===== config.mk =====
export PLATFORM = sky130hd
export DESIGN_NAME = cache_fill_arbiter
export DESIGN_NICKNAME = d
export VERILOG_FILES = /design/src/rtl/cache_fill_arbiter.sv
export SDC_FILE = /design/constraint.sdc
export NUM_CORES = 1
export LEC_CHECK = 0
export ABC_AREA = 1
export CAP_MARGIN = 20
export CELL_PAD_IN_SITES_DETAIL_PLACEMENT = 1
export CELL_PAD_IN_SITES_GLOBAL_PLACEMENT = 1
export CORE_UTILIZATION = 19
export CTS_CLUSTER_SIZE = 16
export DETAILED_ROUTE_END_ITERATION = 8
export PLACE_DENSITY = 0.74
export SYNTH_ARGS = -nofsm -noshare
export SYNTH_HDL_FRONTEND = slang
export SYNTH_SLANG_ARGS = --single-unit

===== constraint.sdc =====
create_clock -name clk -period 1.4 [get_ports clk]
set_input_delay 0.28 -clock clk [delete_from_list [all_inputs] [get_ports clk]]
set_output_delay 0.28 -clock clk [all_outputs]
set_load 0.005 [all_outputs]

===== src/rtl/cache_fill_arbiter.sv =====
// cache_fill_arbiter: shares main memory between I/D cache block fills and write-through stores.
module cache_fill_arbiter #(
    parameter int ADDR_W = 16,
    parameter int DATA_W = 16,
    parameter int WORDS  = 8
) (
    input  logic                       clk,
    input  logic                       rst_n,
    input  logic                       i_miss_req,
    input  logic [ADDR_W-1:0]          i_miss_addr,
    input  logic                       d_miss_req,
    input  logic [ADDR_W-1:0]          d_miss_addr,
    input  logic                       d_wr_req,
    input  logic [ADDR_W-1:0]          d_wr_addr,
    input  logic [DATA_W-1:0]          d_wr_data,
    output logic                       mem_en,
    output logic                       mem_wr,
    output logic [ADDR_W-1:0]          mem_addr,
    output logic [DATA_W-1:0]          mem_wdata,
    input  logic [DATA_W-1:0]          mem_rdata,
    input  logic                       mem_rvalid,
    output logic [DATA_W-1:0]          fill_data,
    output logic [$clog2(WORDS)-1:0]   fill_word,
    output logic                       fill_i_we,
    output logic                       fill_d_we,
    output logic                       i_fill_done,
    output logic                       d_fill_done,
    output logic                       d_wr_ack,
    output logic                       busy
);
    localparam int CW = $clog2(WORDS);
    localparam int WB = DATA_W / 8;
    localparam logic [ADDR_W-1:0] BLK_MASK = ADDR_W'(WORDS * WB - 1);

    typedef enum logic [1:0] {IDLE, WRITE, FILL, DONE} state_t;

    state_t            state, state_nx;
    logic [CW:0]       issue_cnt;
    logic [CW-1:0]     rx_cnt;
    logic              tgt_d;
    logic              last_d;
    logic [ADDR_W-1:0] base;
    logic              grant_d;
    logic              take_miss;
    logic              issuing;
    logic              rx;
    logic              rx_last;

    // Round-robin between misses: D wins a tie unless it was served last.
    assign grant_d   = d_miss_req && (!i_miss_req || !last_d);
    assign take_miss = state == IDLE && !d_wr_req && (i_miss_req || d_miss_req);
    assign issuing   = state == FILL && issue_cnt < (CW+1)'(WORDS);
    assign rx        = state == FILL && mem_rvalid;
    assign rx_last   = rx && rx_cnt == CW'(WORDS - 1);

    always_ff @(posedge clk or negedge rst_n) begin
        if (!rst_n) begin
            state     <= IDLE;
            issue_cnt <= '0;
            rx_cnt    <= '0;
            tgt_d     <= 1'b0;
            last_d    <= 1'b0;
            base      <= '0;
        end else begin
            state <= state_nx;
            if (take_miss) begin
                tgt_d <= grant_d;
                base  <= (grant_d ? d_miss_addr : i_miss_addr) & ~BLK_MASK;
            end
            if (issuing)
                issue_cnt <= issue_cnt + 1'b1;
            if (rx)
                rx_cnt <= rx_cnt + 1'b1;
            if (rx_last)
                last_d <= tgt_d;
            if (state == DONE) begin
                issue_cnt <= '0;
                rx_cnt    <= '0;
            end
        end
    end

    always_comb begin
        state_nx = IDLE;
        case (state)
            IDLE:    state_nx = d_wr_req ? WRITE : take_miss ? FILL : IDLE;
            FILL:    state_nx = rx_last ? DONE : FILL;
            default: state_nx = IDLE;
        endcase
    end

    assign mem_en      = state == WRITE || issuing;
    assign mem_wr      = state == WRITE;
    assign mem_addr    = state == WRITE ? d_wr_addr
                       : issuing ? base + ADDR_W'(issue_cnt) * ADDR_W'(WB) : '0;
    assign mem_wdata   = state == WRITE ? d_wr_data : '0;
    assign d_wr_ack    = state == WRITE;
    assign fill_data   = rx ? mem_rdata : '0;
    assign fill_word   = rx ? rx_cnt : '0;
    assign fill_i_we   = rx && !tgt_d;
    assign fill_d_we   = rx && tgt_d;
    assign i_fill_done = state == DONE && !tgt_d;
    assign d_fill_done = state == DONE && tgt_d;
    assign busy        = state != IDLE;
endmodule


==> results_dict.tcl <==
set metrics [dict create \
    violations "setup timing" \
    port_buffers 136 \
    gp_congestion 0.7925 \
    clk_pin_slew_ns 0.08 \
    netlist_area_sq_mm 0.001934 \
    finalHoldWorstSlack_ns 0.3734 \
    post-route-period-util 1.384 \
    netlist_instances 324 \
    synth_top_family_by_area "simple AND/OR/NAND/NOR gates" \
    finalMaxSlewViolations 0 \
    grt_pass1_vias 2966 \
    synth_area_per_cell_sq_um 5.970 \
    initial_utilization 0.1970 \
    vdd_ir_drop_max_v 0.0005162 \
    cts_htree_levels 1 \
    pre_cts_slack_ns -0.5766 \
    worstPathMaxFanout 7 \
    ant_nets 0 \
    ys_types 24 \
    worst_slew_pin_slew_ns 0.3392 \
    final_nets 629 \
    placed_cells 623 \
    die_y_um 102.9 \
    powerDensity_mw_per_mm2 1615 \
    wl_per_cell_um 15.77 \
    leakagePower_nw 2.384 \
    start_kind "flop" \
    drt_first_pass_iters 4 \
    total_power_mw 7.608 \
    final_common_cell "clkdlybuf4s50_1" \
    grt_max_degree 24 \
    synthSimpleGateAreaFrac 0.3816 \
    finClkSkew_ns 0.004024 \
    clock_tree.root_cell "clkbuf_8" \
    cp_data_arrival_time_ns 1.66 \
    cp.required_ns 1.12 \
    grt_pass1_wl_mm 14.02 \
    instances_no_fill 670 \
    clkSinkCount 23 \
    rows 36 \
    hold_class "input port to asynchronous set/reset pin" \
    synth_xor_area_frac 0.004528 \
    vias_per_cell 4.331 \
    synth_top_area_frac 0.2975 \
    min_period_ns 1.937 \
    ys_seq_area_frac 0.2975 \
    final_cell_mix "clkdlybuf4s50_1, nand2_1, inv_1, buf_2, buf_6" \
    critPathCaptureType "output pin" \
    gr-total-overflow 0 \
    synth_area_leaders "dfrtp_1, nand2_1, inv_1, nor2_1, nand3_1" \
    clock_path_buffers 2 \
    slew_headroom 0.7728 \
    io_pins 145 \
    max_freq_mhz 516.3 \
    max_cap_viol_count 0 \
    drc 0 \
    routed_wirelength_mm 10.57 \
    synthMuxAreaShare 0 \
    synth_fp_nets 415 \
    drive_above_1_share 0.4972 \
    drtIter0Drc 60 \
    area.growth.synth_to_final_pct 143.6 \
    cts_tree "built" \
    numCtsBuffers 3 \
    clk_latency_ns 0.27 \
    fin_ws_ns -0.5370 \
    synth_compound_area_frac 0.1145 \
    coreArea_sq_mm 0.009819 \
    nFillCells 1199 \
    grt.total_usage 0.1711 \
    synth_area_leader_cell "dfrtp_1" \
    dieArea_sq_mm 0.01059 \
    die_w_um 102.9 \
    final-setup-viol-count 74 \
    hold_viol_final 0 \
    synth_fa_ha_area_frac 0.03234 \
    ys_ff_latch 23 \
    hpwl_mm 6.530 \
    status "finished, violations left" \
    vias 2902 \
    diodes 0 \
    rsz0062_at_grt "true" \
    yosysWarnings 0 \
    antenna_found_initial 0 \
    criticalPathCategory "flop to output pin" \
]
## registers in the layout, indices dropped and copies added (netlist names)
name / cells
base: 12
issue_cnt: 4
last_d: 1
rx_cnt: 3
state: 2
tgt_d: 1
## layer usage
metal | GRT usage | wire (um) | vias to the layer above
met5 | 0 | 0 | -
met4 | 0.05092 | 271 | 0
met3 | 0.02237 | 624 | 24
met2 | 0.3359 | 5867 | 105
met1 | 0.1896 | 3806 | 1367
li1 | - | - | 1406
## area by class of cell
cell class                 count  area (sq um)  area share
timing repair buffer         218          1998      0.4241
multi-input combinational    223          1618      0.3433
sequential                    23         579.3      0.1229
inverter                      66         275.3     0.05842
tap                          133         166.4     0.03532
clock buffer                   4         45.04    0.009559
timing repair inverter         3         30.03    0.006373
## path summary, 6_finish.rpt
check | from | to | cells past startpoint | slack, ns
hold reg to reg | last_d$_DFFE_PN0P_ | last_d$_DFFE_PN0P_ | 2 | 0.53
min in group clk | last_d$_DFFE_PN0P_ | last_d$_DFFE_PN0P_ | 2 | 0.53
setup / recovery | issue_cnt[3]$_DFFE_PN0P_ | mem_addr[7] | 9 | -0.54
max in group asynchronous | rst_n | base[5]$_DFFE_PN0P_ | 2 | 0.77
hold / removal | rst_n | base[13]$_DFFE_PN0P_ | 2 | 0.37
setup reg to reg | state[1]$_DFF_PN0_ | base[5]$_DFFE_PN0P_ | 9 | -0.18
## cell usage after synthesis
master	number
o21ai_2	7
nor2_1	53
nand4_1	2
or2_2	1
a22o_1	1
nor3_1	2
a21oi_1	2
o21ai_1	2
a21o_1	1
inv_2	1
nor2_4	2
buf_6	2
nand2_2	1
xnor2_1	1
buf_2	7
ha_1	5
nand3_1	25
o22ai_1	1
inv_1	65
o21ai_0	21
nand2_1	95
o211ai_2	1
buf_4	3
dfrtp_1	23
## power by group
group	switching [mW]	internal (mW)
clock	0.220	0.204
combinational	2.79	3.04
sequential	0.388	0.973
## critical path, stage by stage (launching register included)
cell	delay, ns
dfrtp_2	0.46
buf_6	0.14
nor2_4	0.13
buf_6	0.12
buf_6	0.11
inv_8	0.04
nor2_2	0.10
o21ai_1	0.10
nand2_1	0.07
buf_2	0.12
## repair_timing
item                                   in CTS  in global routing
hold buffers                                0                  0
setup buffers                              32                 11
pin swaps                                  19                 35
gates cloned                                7                  2
endpoints found under the hold margin       0                  0
gates resized for setup                   315                185
setup endpoints to repair                  61                 81
## metrics by stage
step                      cell area (sq um)  setup TNS [ns]  utilization
after floorplan                        1934               0            -
after global placement                 3735          -25.82       0.3804
after detailed placement               3735          -28.27       0.3804
after CTS                              4209          -26.41       0.4286
after global routing                   4712          -29.24       0.4799
final                                  4712          -24.22       0.4799
## cells by family after synthesis
kind of cell    count (synthesis)
buf+inv                        78
xor+xnor                        1
fa+ha+maj                       5
flops                          23
simple gates                  181
compound gates                 36
Power figures use the tool's default switching activity.
